[config.mk]
export PLATFORM = sky130hd
export DESIGN_NAME = inta_sequencer_flat
export DESIGN_NICKNAME = d
export VERILOG_FILES = /design/src/rtl/inta_sequencer_if.sv /design/src/rtl/inta_sequencer.sv /design/src/flat_wrapper.sv
export SDC_FILE = /design/constraint.sdc
export NUM_CORES = 1
export LEC_CHECK = 0
export CAP_MARGIN = 25
export CORE_MARGIN = 4
export CORE_UTILIZATION = 46
export DETAILED_ROUTE_END_ITERATION = 10
export GPL_ROUTABILITY_DRIVEN = 1
export PLACE_DENSITY = 0.83
export SYNTH_ARGS = -nofsm -noshare
export SYNTH_HDL_FRONTEND = slang
export SYNTH_SLANG_ARGS = --single-unit
[constraint.sdc]
create_clock -name CLK -period 3 [get_ports CLK]
set_clock_uncertainty 0.15 [all_clocks]
set_input_delay 0.3 -clock CLK [delete_from_list [all_inputs] [get_ports CLK]]
set_output_delay 0.3 -clock CLK [all_outputs]
set_load 0.02 [all_outputs]
[src/rtl/inta_sequencer_if.sv]
// INTA sequencer bus bundle.
// Master drives requests and strobes; slave returns vector and ISR.
interface inta_sequencer_if;
  logic       INTA_n;
  logic [7:0] IRR;
  logic [4:0] ICW2_T;
  logic       AEOI;
  logic       EOI_Cmd;
  logic       EOI_Specific;
  logic [2:0] EOI_Level;
  logic       Address_Write_Enable;
  logic       INT;
  logic [2:0] Interrupt_Location;
  logic [7:0] ISR;
  logic [7:0] Clear_IRR;
  logic [7:0] Data_Out;
  logic       Data_Out_Enable;

  modport master (
    output INTA_n, IRR, ICW2_T, AEOI,
    output EOI_Cmd, EOI_Specific, EOI_Level,
    output Address_Write_Enable,
    input  INT, Interrupt_Location, ISR,
    input  Clear_IRR, Data_Out, Data_Out_Enable
  );

  modport slave (
    input  INTA_n, IRR, ICW2_T, AEOI,
    input  EOI_Cmd, EOI_Specific, EOI_Level,
    input  Address_Write_Enable,
    output INT, Interrupt_Location, ISR,
    output Clear_IRR, Data_Out, Data_Out_Enable
  );
endinterface

[src/rtl/inta_sequencer.sv]
// Two-pulse INTA acknowledge sequencer for an 8259-style PIC.
// Freezes the winning IR, tracks in-service bits, drives the vector.
module inta_sequencer (
  input logic             CLK,
  input logic             RESET,
  inta_sequencer_if.slave bus
);

  typedef enum logic [1:0] {
    IDLE,
    ACK1,
    GAP,
    ACK2
  } state_t;

  state_t     state;
  state_t     state_nx;
  logic       inta_prev;
  logic       fall;
  logic       rise;
  logic       spurious;
  logic       int_q;
  logic [2:0] loc_q;
  logic [7:0] isr_q;
  logic [7:0] clr_q;
  logic [7:0] dout_q;
  logic       doe_q;

  logic [7:0] qual;
  logic       qual_hit;
  logic [2:0] qual_idx;
  logic [7:0] set_mask;
  logic [7:0] eoi_mask;
  logic [7:0] aeoi_mask;
  logic [7:0] isr_nx;
  logic       int_nx;

  // Isolate the lowest set bit.
  function automatic logic [7:0] low_bit(
    input logic [7:0] v
  );
    return v & (~v + 8'd1);
  endfunction

  // Bits strictly higher in priority than the top in-service bit.
  function automatic logic [7:0] below(
    input logic [7:0] v
  );
    if (v == 8'd0)
      return 8'hFF;
    return low_bit(v) - 8'd1;
  endfunction

  // One-hot to index.
  function automatic logic [2:0] enc(
    input logic [7:0] v
  );
    logic [2:0] idx;
    idx = 3'd0;
    unique case (1'b1)
      v[0]:    idx = 3'd0;
      v[1]:    idx = 3'd1;
      v[2]:    idx = 3'd2;
      v[3]:    idx = 3'd3;
      v[4]:    idx = 3'd4;
      v[5]:    idx = 3'd5;
      v[6]:    idx = 3'd6;
      v[7]:    idx = 3'd7;
      default: idx = 3'd0;
    endcase
    return idx;
  endfunction

  // Strobe edges against the registered history.
  always_comb begin
    fall = inta_prev & ~bus.INTA_n;
    rise = ~inta_prev & bus.INTA_n;
  end

  // Winning request: lowest IRR bit above the in-service level.
  always_comb begin
    qual     = bus.IRR & below(isr_q);
    qual_hit = |qual;
    qual_idx = enc(low_bit(qual));
  end

  // Acknowledge phase progression.
  always_comb begin
    state_nx = state;
    unique case (state)
      IDLE:    if (fall) state_nx = ACK1;
      ACK1:    if (rise) state_nx = GAP;
      GAP:     if (fall) state_nx = ACK2;
      ACK2:    if (rise) state_nx = IDLE;
      default: state_nx = IDLE;
    endcase
  end

  // ISR update: clears first, then a new set wins on overlap.
  always_comb begin
    set_mask  = 8'd0;
    eoi_mask  = 8'd0;
    aeoi_mask = 8'd0;
    if (state == IDLE && fall && qual_hit)
      set_mask = 8'd1 << qual_idx;
    if (bus.EOI_Cmd) begin
      if (bus.EOI_Specific)
        eoi_mask = 8'd1 << bus.EOI_Level;
      else
        eoi_mask = low_bit(isr_q);
    end
    if (state == ACK2 && rise &&
        bus.AEOI && !spurious)
      aeoi_mask = 8'd1 << loc_q;
    isr_nx = (isr_q & ~(eoi_mask | aeoi_mask))
           | set_mask;
    int_nx = (state_nx == IDLE) &&
             |(bus.IRR & below(isr_nx));
  end

  // Sequencer state and registered outputs.
  always_ff @(posedge CLK) begin
    if (RESET) begin
      state     <= IDLE;
      inta_prev <= 1'b1;
      spurious  <= 1'b0;
      int_q     <= 1'b0;
      loc_q     <= 3'd0;
      isr_q     <= 8'd0;
      clr_q     <= 8'd0;
      dout_q    <= 8'd0;
      doe_q     <= 1'b0;
    end else begin
      state     <= state_nx;
      inta_prev <= bus.INTA_n;
      isr_q     <= isr_nx;
      int_q     <= int_nx;
      clr_q     <= set_mask;
      if (state == IDLE && fall) begin
        spurious <= ~qual_hit;
        loc_q    <= qual_hit ? qual_idx : 3'd7;
      end
      if (state_nx == ACK2) begin
        dout_q <= {bus.ICW2_T, loc_q};
        doe_q  <= bus.Address_Write_Enable;
      end else begin
        doe_q  <= 1'b0;
      end
    end
  end

  assign bus.INT                = int_q;
  assign bus.Interrupt_Location = loc_q;
  assign bus.ISR                = isr_q;
  assign bus.Clear_IRR          = clr_q;
  assign bus.Data_Out           = dout_q;
  assign bus.Data_Out_Enable    = doe_q;

endmodule

[src/flat_wrapper.sv]
// flat-port wrapper written by rule: the top's interface ports become plain ports
module inta_sequencer_flat 
  (CLK, RESET, bus_INTA_n, bus_IRR, bus_ICW2_T, bus_AEOI, bus_EOI_Cmd, bus_EOI_Specific, bus_EOI_Level, bus_Address_Write_Enable, bus_INT, bus_Interrupt_Location, bus_ISR, bus_Clear_IRR, bus_Data_Out, bus_Data_Out_Enable);
  inta_sequencer_if bus_i ();
  input logic CLK;
  input logic RESET;
  input wire logic [$bits(bus_i.INTA_n)-1:0] bus_INTA_n;
  input wire logic [$bits(bus_i.IRR)-1:0] bus_IRR;
  input wire logic [$bits(bus_i.ICW2_T)-1:0] bus_ICW2_T;
  input wire logic [$bits(bus_i.AEOI)-1:0] bus_AEOI;
  input wire logic [$bits(bus_i.EOI_Cmd)-1:0] bus_EOI_Cmd;
  input wire logic [$bits(bus_i.EOI_Specific)-1:0] bus_EOI_Specific;
  input wire logic [$bits(bus_i.EOI_Level)-1:0] bus_EOI_Level;
  input wire logic [$bits(bus_i.Address_Write_Enable)-1:0] bus_Address_Write_Enable;
  output wire logic [$bits(bus_i.INT)-1:0] bus_INT;
  output wire logic [$bits(bus_i.Interrupt_Location)-1:0] bus_Interrupt_Location;
  output wire logic [$bits(bus_i.ISR)-1:0] bus_ISR;
  output wire logic [$bits(bus_i.Clear_IRR)-1:0] bus_Clear_IRR;
  output wire logic [$bits(bus_i.Data_Out)-1:0] bus_Data_Out;
  output wire logic [$bits(bus_i.Data_Out_Enable)-1:0] bus_Data_Out_Enable;
  assign bus_i.INTA_n = bus_INTA_n;
  assign bus_i.IRR = bus_IRR;
  assign bus_i.ICW2_T = bus_ICW2_T;
  assign bus_i.AEOI = bus_AEOI;
  assign bus_i.EOI_Cmd = bus_EOI_Cmd;
  assign bus_i.EOI_Specific = bus_EOI_Specific;
  assign bus_i.EOI_Level = bus_EOI_Level;
  assign bus_i.Address_Write_Enable = bus_Address_Write_Enable;
  assign bus_INT = bus_i.INT;
  assign bus_Interrupt_Location = bus_i.Interrupt_Location;
  assign bus_ISR = bus_i.ISR;
  assign bus_Clear_IRR = bus_i.Clear_IRR;
  assign bus_Data_Out = bus_i.Data_Out;
  assign bus_Data_Out_Enable = bus_i.Data_Out_Enable;
  inta_sequencer u_core (.CLK(CLK), .RESET(RESET), .bus(bus_i));
endmodule
# After elaboration in Yosys (flattened, before gate mapping)
# Index checks and enable logic that the tools add are counted.
word_totals:
  regBits: 33
  inputBits: 23
  output_inout_bits: 29
  elab_cells: 70
classes:
  add_sub_neg: 5
  eq_ne: 4
  n_shift: 3
  muxes: 17
  bitwise: 18
  reduce_logical: 14
ops:
  columns: ["cell", "count"]
  rows:
  - ["$mux W8", 8]
  - ["$and A8 B8 Y8", 6]
  - ["$not A8 Y8", 4]
  - ["$add A8 B1 Y8 const B", 3]
  - ["$shl A1 B3 Y8 const A", 3]
  - ["$pmux W3 S7", 1]
  - ["$logic_not A8 Y1", 2]
  - ["$or A8 B8 Y8", 2]
  - ["$reduce_or A8 Y1", 2]
  - ["$sub A8 B1 Y8 const B", 2]
  - ["$mux W2", 4]
  - ["$pmux W2 S4", 1]
  - ["$eq A2 B2 Y1 const B", 3]
  - ["$logic_and A1 B1 Y1", 6]
  - ["$logic_not A2 Y1", 2]
  - ["$not A1 Y1", 4]
  - ["$mux W3", 1]
  - ["$and A1 B1 Y1", 2]
  - ["$eq A2 B1 Y1 const B", 1]
  - ["$mux W1", 2]
  - ["$reduce_or A2 Y1", 1]
  - ["$logic_not A1 Y1", 1]

# Longest topological paths before layout
# Gate-level depths: netlist of run 1.
logic_depth:
  ltp_word: 21
  ltp_mapped: 8

# Worst setup path after synthesis of run 1
# No wires, ideal clock.
synth_path:
  path_kind: "flip-flop to flip-flop"
  start: "register u_core.loc_q[2] (netlist: u_core.bus.Interrupt_Location[2])"
  end: "register u_core.int_q (netlist: u_core.bus.INT)"
  setup_ns: 0.075
  t_arrival_ns: 2.025
  t_required_ns: 2.775
  path_slack_ns: 0.751
  path_stages_with_launch: 8
  synth_period_minus_slack_ns: 2.249
  cell_sequence: "dfxtp_1 > or2_2 > or3_1 > o311a_1 > or3_1 > nor3_1 > o2111ai_1 > o22ai_1"
synth_between:
  elab_chain_len: 14
synth_lines:
  columns: ["item", "line_no", "text"]
  rows:
  - ["start: declaration", "inta_sequencer.sv:23", "logic [2:0] loc_q;"]
  - ["start signal: assignment", "inta_sequencer.sv:141", "loc_q <= qual_hit ? qual_idx : 3'd7;"]
  - ["$shl A1 B3 Y8 (*)", "inta_sequencer.sv:114", "aeoi_mask = 8'd1 << loc_q;"]
  - ["$mux W8 (*)", "inta_sequencer.sv:112", "if (state == ACK2 && rise &&"]
  - ["$or A8 B8 Y8 (*)", "inta_sequencer.sv:115", "isr_nx = (isr_q & ~(eoi_mask | aeoi_mask))"]
  - ["$not A8 Y8 (*)", "inta_sequencer.sv:115", null]
  - ["$and A8 B8 Y8 (*)", "inta_sequencer.sv:115", null]
  - ["$or A8 B8 Y8 (*)", "inta_sequencer.sv:116", "| set_mask;"]
  - ["$not A8 Y8", "inta_sequencer.sv:42", "return v & (~v + 8'd1);"]
  - ["$add A8 B1 Y8", "inta_sequencer.sv:42", null]
  - ["$and A8 B8 Y8", "inta_sequencer.sv:42", null]
  - ["$sub A8 B1 Y8", "inta_sequencer.sv:51", "return low_bit(v) - 8'd1;"]
  - ["$mux W8 (*)", "inta_sequencer.sv:51", null]
  - ["$and A8 B8 Y8 (*)", "inta_sequencer.sv:118", "|(bus.IRR & below(isr_nx));"]
  - ["$reduce_or A8 Y1 (*)", "inta_sequencer.sv:118", null]
  - ["$logic_and A1 B1 Y1 (*)", "inta_sequencer.sv:117", "int_nx = (state_nx == IDLE) &&"]
  - ["end signal: assignment", "inta_sequencer.sv:137", "int_q <= int_nx;"]
  - ["end: declaration", "inta_sequencer.sv:22", "logic int_q;"]
# Mark *: on every way between the ends. The rest lies on a longest branch, timed or not.
# A chain may end at the register's enable or synchronous reset.

# Worst setup path after layout of run 1
layout_path:
  start: "register u_core.isr_q[0] (netlist: u_core.bus.ISR[0])"
  end: "register u_core.int_q (netlist: u_core.bus.INT)"
layout_between:
  elab_chain_len: 21
layout_lines:
  columns: ["item", "line_no", "text"]
  rows:
  - ["start: declaration", "inta_sequencer.sv:24", "logic [7:0] isr_q;"]
  - ["start signal: assignment", "inta_sequencer.sv:136", "isr_q <= isr_nx;"]
  - ["$not A8 Y8", "inta_sequencer.sv:42", null]
  - ["$add A8 B1 Y8", "inta_sequencer.sv:42", null]
  - ["$and A8 B8 Y8", "inta_sequencer.sv:42", null]
  - ["$sub A8 B1 Y8", "inta_sequencer.sv:51", null]
  - ["$mux W8", "inta_sequencer.sv:51", null]
  - ["$and A8 B8 Y8", "inta_sequencer.sv:82", "qual = bus.IRR & below(isr_q);"]
  - ["$not A8 Y8", "inta_sequencer.sv:42", null]
  - ["$add A8 B1 Y8", "inta_sequencer.sv:42", null]
  - ["[5 not listed]", null, null]
  - ["$not A8 Y8", "inta_sequencer.sv:42", null]
  - ["$add A8 B1 Y8", "inta_sequencer.sv:42", null]
  - ["$and A8 B8 Y8", "inta_sequencer.sv:42", null]
  - ["$sub A8 B1 Y8", "inta_sequencer.sv:51", null]
  - ["$mux W8 (*)", "inta_sequencer.sv:51", null]
  - ["$and A8 B8 Y8 (*)", "inta_sequencer.sv:118", null]
  - ["$reduce_or A8 Y1 (*)", "inta_sequencer.sv:118", null]
  - ["$logic_and A1 B1 Y1 (*)", "inta_sequencer.sv:117", null]
# Marks and branches as above.

==> reports/qor.yml, run 1 <==
n_antenna_cell: 0
ys_types: 59
cts_tree: "built"
grt_usage_pct: 22.42
holdWs_ns: 0.3239
floorplan.initialDensity_pct: 49.28
synth_area_um2: 1709
drive_above_1_share_pct: 9.302
vias: 1717
ant_nets: 0
grt_pass1_vias: 1578
synth_top_cell_by_area: "dfxtp_1"
hold_class: "flop to flop"
synth_flop_cell: "dfxtp_1"
peakVddDrop_v: 0.0003920
core_area_um2: 3468
die_h_um: 68.96
yosys.area_share.adder_pct: 0
portBuffers: 51
p_per_area_nw_per_um2: 420.2
cts_inserted_buffers: 5
synth-seq-area-share_pct: 38.65
grt_max_degree: 32
synthArstFlopShare_pct: 0
h-tree-depth: 2
tns_ns: 0
grt_overflow: 0
drt_iter0_markers: 191
drv_cap: 0
cpPeakStageDelay_ns: 0.63
place_congestion: 0.9398
post_cts_buffers: 0
clock-sinks: 33
synthTopCellsByArea: "dfxtp_1 (39%), nor2_1 (5.9%), mux2i_1 (4.7%)"
synth_compound_area_share_pct: 21.30
path_clk_slew_ns: 0.07
rsz0062_at_grt: "false"
slew_violations: 0
crit_chain: "or4_1 -> nor4_1 -> nand2b_1 -> a32oi_1 -> a21oi_1 -> o31a_1 -> o22ai_1"
critPathSlowestCell: "or4_1"
ys_ff_latch: 33
setup_violations: 0
synth_edf_count: 0
avgSynthCellArea_um2: 8.378
crit_type: "flop to flop"
yosys.area.top_type_share_pct: 38.65
pin_count: 52
arrival_ns: 2.54
synth_cells: 204
status: "finished clean"
clock_latency_ns: 0.29
route.detailed.drc: 0
ctsHoldBuffers: 0
cts_resized: 0
finalCriticalPeriod_ns: 2.480
cts_buffer_depth: 2
tightestPinTransition_ns: 0.5767
core.rowCount: 21
grt_pass1_wl_um: 7700
hold_viol: 0
critPathCaptureType: "flop"
areaGrowthSynthToFinish_pct: 37.26
wl_per_cell_um: 15.87
cp.required_ns: 3.06
crit_fanout: 12
cts-root-buf: "clkbuf_8"
firstDrtPassIters: 4
antenna_found_initial: 0
max-slew-margin-rel_pct: 61.14
start_kind: "flop"
yosys_warnings: 0
dpl.hpwl_um: 3653
drt-total-wl_um: 4823
viasPerCell: 5.648
max_freq_mhz: 403.3
final_cell_mix: "clkdlybuf4s50_1 (51), dfxtp_1 (33), nor2_1 (27)"
post-route-period-util_pct: 82.66
muxShareOfSynthArea_pct: 4.685
final_common_cell: "clkdlybuf4s50_1"
die_area_um2: 4755
syn_nets: 227
fin_nets: 280
yosys.area_share.simple_pct: 30.53
synth_top_family_by_area: "simple AND/OR/NAND/NOR gates"
die_w_um: 68.96
synth-xor-area-share_pct: 0.5124
p_leak_nw: 0.8271
[per-stage QoR]
stage | setup WS, ns | cells | instance area (µm²) | total power [mW] | utilization, %
after detailed placement | 0.2987 | 296 | 2263 | 0.6712 | 65.26
after floorplan | 0.7508 | 204 | 1709 | 0.5847 | -
after global routing | 0.3332 | 304 | 2346 | 1.028 | 67.64
after CTS | 0.5528 | 304 | 2346 | 0.9875 | 67.64
after global placement | 0.3371 | 296 | 2263 | 0.6704 | 65.26
final | 0.5202 | 304 | 2346 | 0.9859 | 67.64
[synth_stat cells, types with 3 or more instances]
cell,instances
nand2b_1,6
mux2i_1,8
or2_2,3
nor2_1,27
o32ai_1,3
clkbuf_1,6
nor2b_1,3
inv_1,6
nor4b_1,6
o21ai_0,8
nor3_1,12
nand3_1,3
nand2_1,14
o21bai_1,3
a21oi_1,8
dfxtp_1,33
nor4_1,5
[critical path: cells and delay by family (launching register included)]
| kind | cells | cell delay [ns] |
|---|---|---|
| AO/OA/AOI/OAI | 4 | 0.71 |
| flip-flops | 1 | 0.42 |
| AND/OR/NAND/NOR | 3 | 1.12 |
[final cells by class]
type,count,area [µm²]
clock buffers,6,72.57
clock inverters,2,10.01
fillers,317,1122
inverters,6,22.52
multi-input cells,155,974.7
flip-flops and latches,33,660.6
well taps,46,57.56
repair buffers,56,548.0
[power by group]
| part | internal [mW] | switching [mW] | total (mW) |
|---|---|---|---|
| clock | 0.161 | 0.161 | 0.321 |
| sequential | 0.450 | 0.0178 | 0.468 |
| combinational | 0.0931 | 0.103 | 0.196 |
| total | 0.704 | 0.282 | 0.986 |
[state kept, by name, summed over array words and instances (netlist names)]
register and flops:
u_core.bus.Clear_IRR 8, u_core.bus.Data_Out 8, u_core.bus.Data_Out_Enable 1, u_core.bus.INT 1, u_core.bus.ISR 8, u_core.bus.Interrupt_Location 3, u_core.inta_prev 1, u_core.spurious 1
u_core.state 2
[cells by family after synthesis]
kind of cell,Yosys count
DFF,33
AOI/OAI and AO/OA,50
buffers and inverters,16
and+or+nand+nor,96
xor gates and xnor gates,1
muxes,8
[worst paths after layout]
kind	end	cells after the start	startpoint	slack, ns
setup / recovery	u_core.bus.INT	7	u_core.bus.ISR[0]	0.52
hold / removal	u_core.spurious	2	u_core.spurious	0.32
setup reg to reg	u_core.bus.INT	7	u_core.bus.ISR[0]	0.52
hold reg to reg	u_core.spurious	2	u_core.spurious	0.32
[layer usage]
metal / part of all wire [%] / track usage, %
met2: 47 / 36.31
met1: 45 / 29.53
met4: 1.3 / 7.299
met3: 6.7 / 4.862
met5: 0 / 0
Power figures use the tool's default switching activity.
==> run 2, diff against run 1 <==
Clock period 3 ns to 2.49 ns, I/O delays scaled along.
==> run 2 against run 1 <==
Non-clock buffer count grew 21. Utilization grew 6.6 points. First-iteration DRC count grew 7.9%. Critical path depth is the same.
==> reports/qor.yml, run 2 (synthesis results as in run 1) <==
dp.cells: 317  # +7.1%
power.switching_mw: 0.3529  # +25%
hold_viol: 0  # unchanged
die_area_um2: 4755  # unchanged
cpPeakStageDelay_ns: 0.65  # +0.02 ns
drive_above_1_share_pct: 17.56  # +8.3 points
p_per_area_nw_per_um2: 528.5  # +26%
cts_inserted_buffers: 5  # unchanged
power.total_mw: 1.361  # +38%
place_congestion: 0.9134  # -2.8%
peakVddDrop_v: 0.0003461  # -12%
max-slew-margin-rel_pct: 65.98  # +4.8 points
portBuffers: 51  # unchanged
final_cells: 325  # +6.9%
routed.top_layer: "met4"
wl_per_cell_um: 16.03  # +1.0%
swShare_pct: 25.93  # -2.7 points
route.detailed.drc: 0  # unchanged
ant_nets: 0  # unchanged
firstDrtPassIters: 5  # +1
dpl.hpwl_um: 3834  # +4.9%
p_leak_nw: 0.9591  # +16%
post_cts_buffers: 0  # unchanged
drt-total-wl_um: 5209  # +8.0%
die_h_um: 68.96  # unchanged
clock_latency_ns: 0.28  # about the same
areaGrowthSynthToFinish_pct: 50.66
path_depth: 7  # unchanged
grt_overflow: 0  # unchanged
cp_top_family: "simple AND/OR/NAND/NOR gates"
fin_nets: 301  # +7.5%
wl_met2_um: 2453  # +7.6%
status: "finished clean"
post-route-period-util_pct: 95.43  # +13 points
wl_met3_um: 397  # +23%
pin_count: 52  # unchanged
critPathSlowestCell: "or4_1"
crit_chain: "or4_1 -> nor2_2 -> o221ai_1 -> nor3_1 -> and2b_1 -> o31a_1 -> o22ai_1"
hold_class: "flop to flop"
worstRegToRegCells: 7  # unchanged
grt_pass1_wl_um: 8383  # +8.9%
cts_tree: "built"
floorplan.initialDensity_pct: 49.28  # unchanged
power_frac_clock_pct: 37.9  # +5.3 points
grt_pass1_vias: 1801  # +14%
n_antenna_cell: 0  # unchanged
intPower_mw: 1.008  # +43%
drt_iter0_markers: 206  # +7.9%
slew_violations: 0  # unchanged
h-tree-depth: 2  # unchanged
tns_ns: 0  # unchanged
cp.required_ns: 2.50  # -0.56 ns
grt_usage_pct: 23.63  # +1.2 points
arrival_ns: 2.39  # -0.15 ns
max_freq_mhz: 420.8  # +4.4%
antenna_found_initial: 0  # unchanged
holdWs_ns: 0.3289  # +0.004957 ns
start_kind: "flop"
core.rowCount: 21  # unchanged
vias: 1866  # +8.7%
crit_fanout: 6  # -6
final_common_cell: "clkdlybuf4s50_1"
clock-sinks: 33  # unchanged
wl_met1_um: 2254  # +4.5%
finalCriticalPeriod_ns: 2.376  # -0.1036 ns
crit_buf_inv: 0  # unchanged
hold_depth: 2  # unchanged
drv_cap: 0  # unchanged
setup_violations: 0  # unchanged
tightestPinTransition_ns: 0.5050  # -0.07180 ns
grt_max_degree: 32  # unchanged
core_area_um2: 3468  # unchanged
power_frac_comb_pct: 20.5  # +0.6 points
die_w_um: 68.96  # unchanged
num-fill-cells: 270  # -15%
cts_buffer_depth: 2  # unchanged
viasPerCell: 5.742  # +1.7%
crit_type: "flop to flop"
cts-root-buf: "clkbuf_8"
seq_power_share_pct: 41.5  # -6.0 points
final_cell_mix: "clkdlybuf4s50_1 (51), dfxtp_1 (31), nor2_1 (26), buf_4 (26), nand2_1 (14)"
path_clk_slew_ns: 0.07  # about the same
critPathCaptureType: "flop"
-- run 2: cell count changes in the layout (fill, tap and decap cells not counted), moves of 2 or more --
cell      previous run  this run
buf_4                5        26
clkinv_2             2         0
dfxtp_1             33        31
dfxtp_2              0         2
-- run 2: worst paths after layout --
check,startpoint,to,slack (ns)
max,u_core.bus.ISR[3],u_core.bus.INT,0.11
max reg2reg,u_core.bus.ISR[3],u_core.bus.INT,0.11
min,u_core.spurious,u_core.spurious,0.33
min reg2reg,u_core.spurious,u_core.spurious,0.33
-- run 2: per-layer routing --
metal  global-route usage (%)  vias up
li1                         -      902
met1                    30.69      852
met2                    37.86       99
met3                    5.024       13
met4                    9.732        0
met5                        0        -
-- run 2: worst min-delay path: cells and delay by family, from the launching register on --
kind / cells / cell delay, ns
flops: 1 / 0.32
simple gates: 1 / 0.05
compound gates: 1 / 0.06
-- run 2: layout make-up --
class | instances | area [µm²] | share of cell area (%)
sequential | 33 | 663.1 | 25.75
clock buffer | 7 | 86.33 | 3.353
inverter | 6 | 22.52 | 0.8746
tap | 46 | 57.56 | 2.235
multi-input combinational | 155 | 1010 | 39.21
clock inverter | 1 | 30.03 | 1.166
timing repair buffer | 77 | 705.7 | 27.41
-- run 2: what timing repair did --
item                       CTS  global route
hold endpoints to repair     0             0
resized for setup            0             7
setup endpoints to repair    0             1
hold buffers                 0             0
-- run 2: stage by stage --
step | instance area [µm²] | utilization [%] | setup WS (ns)
detailed placement | 2421 | 69.81 | -0.07272
floorplan | 1709 | - | 0.2408
global route | 2575 | 74.24 | -0.002685
CTS | 2537 | 73.16 | 0.09854
global placement | 2421 | 69.81 | -0.05625
finish | 2575 | 74.24 | 0.1138
-- run 2: power by group through the flow --
stage	Combinational (mW)	Sequential [mW]	Clock, mW
floorplan	0.124	0.580	0
global placement	0.262	0.575	0
detailed placement	0.265	0.575	0
CTS	0.269	0.563	0.517
global route	0.300	0.567	0.549
finish	0.279	0.565	0.516
==> run 3, diff against run 2 <==
Settings changed: SETUP_SLACK_MARGIN set to 0.4.
==> run 3 against run 2 <==
Die area unchanged. Critical path depth increased by 1. Cell count increased by 2.5%. Fmax increased by 6.7%. Register-to-register slack improved by 0.15 ns. Flip-flop and latch count unchanged. Clock-buffer cell count unchanged. Utilization increased by 5.6 points. Cell area increased by 7.6%. Setup slack improved by 0.15 ns. Via count increased by 2.1%. Combinational power increased by 15%. Largest cell class unchanged. Largest power group unchanged.
==> reports/qor.yml, run 3 (synthesis results as in run 1) <==
viasPerCell: 5.721  # -0.36%
whs_endpoint: "u_core.bus.Data_Out[3]"
pin_count: 52  # unchanged
peakVddDrop_v: 0.0003851  # +11%
wl_per_cell_um: 17.35  # +8.2%
setup_violations: 0  # unchanged
grt_pass1_vias: 1795  # -0.33%
portBuffers: 51  # unchanged
core_area_um2: 3468  # unchanged
cts-root-buf: "clkbuf_8"
die_w_um: 68.96  # unchanged
min_from: "u_core.bus.Data_Out[3]"
route.detailed.drc: 0  # unchanged
die_h_um: 68.96  # unchanged
r2r_slack_ns: 0.26  # +0.15 ns
finalCriticalPeriod_ns: 2.227  # -0.1489 ns
critPathCaptureType: "flop"
areaGrowthSynthToFinish_pct: 62.08
grt_max_degree: 32  # unchanged
drv_cap: 0  # unchanged
antenna_found_initial: 0  # unchanged
cpPeakStageDelay_ns: 0.37  # -0.28 ns
fin_util_pct: 79.87  # +5.6 points
r2r-end: "u_core.bus.INT"
cp.required_ns: 2.55  # +0.05 ns
cts_inserted_buffers: 5  # unchanged
hold_viol: 0  # unchanged
clock-sinks: 33  # unchanged
cts_buffer_depth: 2  # unchanged
timing.rr.start: "u_core.bus.ISR[1]"
path_clk_slew_ns: 0.06  # about the same
place_congestion: 0.9622  # +5.3%
dpl.hpwl_um: 3903  # +1.8%
fin_nets: 309  # +2.7%
crit_chain: "nor4_4 -> buf_4 -> o211ai_1 -> o31ai_4 -> nor3_2 -> and2b_1 -> o31a_1 -> o22ai_1"
clock_latency_ns: 0.28  # about the same
drt_iter0_markers: 183  # -11%
floorplan.initialDensity_pct: 49.28  # unchanged
grt_overflow: 0  # unchanged
start_kind: "flop"
cp_top_family: "compound AO/OA/AOI/OAI gates"
worstRegToRegCells: 8  # +1
drt-total-wl_um: 5777  # +11%
max_freq_mhz: 449.0  # +6.7%
vias: 1905  # +2.1%
cts_tree: "built"
crit_type: "flop to flop"
crit_buf_inv: 1  # +1
dp.cells: 316  # -0.32%
p_per_area_nw_per_um2: 505.5  # -4.3%
arrival_ns: 2.28  # -0.11 ns
critPathSlowestCell: "dfxtp_4"
rsz0062_at_grt: "true"
tightestPinTransition_ns: 0.4680  # -0.03697 ns
drive_above_1_share_pct: 28.22  # +11 points
n_antenna_cell: 0  # unchanged
firstDrtPassIters: 4  # -1
status: "finished clean"
p_leak_nw: 1.040  # +8.4%
h-tree-depth: 2  # unchanged
crit_fanout: 8  # +2
slew_violations: 0  # unchanged
hold_class: "flop to flop"
grt_pass1_wl_um: 8507  # +1.5%
max-slew-margin-rel_pct: 68.59  # +2.6 points
ant_nets: 0  # unchanged
core.rowCount: 21  # unchanged
final_cells: 333  # +2.5%
die_area_um2: 4755  # unchanged
post-route-period-util_pct: 89.45  # -6.0 points
final_cell_mix: "clkdlybuf4s50_1 (50), buf_4 (32), nor2_1 (26)"
final_common_cell: "clkdlybuf4s50_1"
grt_usage_pct: 24.27  # +0.64 points
ctsHoldBuffers: 0  # unchanged
hold_depth: 2  # unchanged
==> run 3: changes by cell type in the layout (fill, tap and decap cells not counted), sizes merged <==
cell	delta
dlygate4sd2	+1
buf	+8
clkdlybuf4s50	-1
==> run 3: tightest hold or removal path, delay by kind of cell (launching register included) <==
family	cells	cell delay (ns)
flip-flops	1	0.33
multiplexers	1	0.06
AND/OR/NAND/NOR	1	0.08
==> run 3: power by group <==
group	leakage [nW]	internal, mW	switching, mW
Clock	0.0585	0.326	0.188
Sequential	0.272	0.541	0.0248
Combinational	0.709	0.162	0.159
==> run 3: how the worst max path moves through the flow <==
stage	from	slack [ns]	end	cells after the start
finish	u_core.bus.ISR[1]	0.26	u_core.bus.INT	8
global route	u_core.bus.ISR[1]	0.19	u_core.bus.INT	8
CTS	u_core.bus.Interrupt_Location[2]	0.31	u_core.bus.INT	7
detailed placement	bus_INTA_n	-0.07	u_core.bus.INT	8
global placement	bus_IRR[7]	-0.04	u_core.bus.INT	8
floorplan	u_core.bus.Interrupt_Location[2]	0.30	u_core.bus.INT	7
==> run 3: what timing repair did <==
action                                  in CTS  in global routing
setup buffers                                5                  4
resized for setup                           23                 16
pin swaps                                    4                  8
endpoints found under the setup margin       9                 10
endpoints found under the hold margin        0                  0
==> run 3: area by class of cell <==
cell class | instances | area [µm²]
tap | 46 | 57.56
timing repair buffer | 85 | 772.0
sequential | 33 | 680.7
clock inverter | 1 | 30.03
inverter | 6 | 22.52
clock buffer | 7 | 86.33
fill | 238 | 698.2
multi-input combinational | 155 | 1121
==> run 3: metrics by stage <==
stage | setup TNS (ns) | power, mW | worst slack [ns] | hold WS, ns | area, µm²
2_1_floorplan | 0 | 0.7062 | 0.2998 | 0.1782 | 1723
5_1_grt | 0 | 1.452 | 0.1896 | 0.3761 | 2770
3_3_place_gp | -0.05430 | 0.8393 | -0.04076 | 0.3074 | 2427
3_5_place_dp | -0.09311 | 0.8419 | -0.06915 | 0.3193 | 2427
6_report | 0 | 1.400 | 0.2627 | 0.3481 | 2770
4_1_cts | 0 | 1.380 | 0.3093 | 0.3287 | 2676
==> run 3: per-layer routing <==
layer  track usage, %  wire (µm)
met1            32.25       2427
met2            39.17       2793
met5                0          0
met3            5.024        410
met4            7.786        146
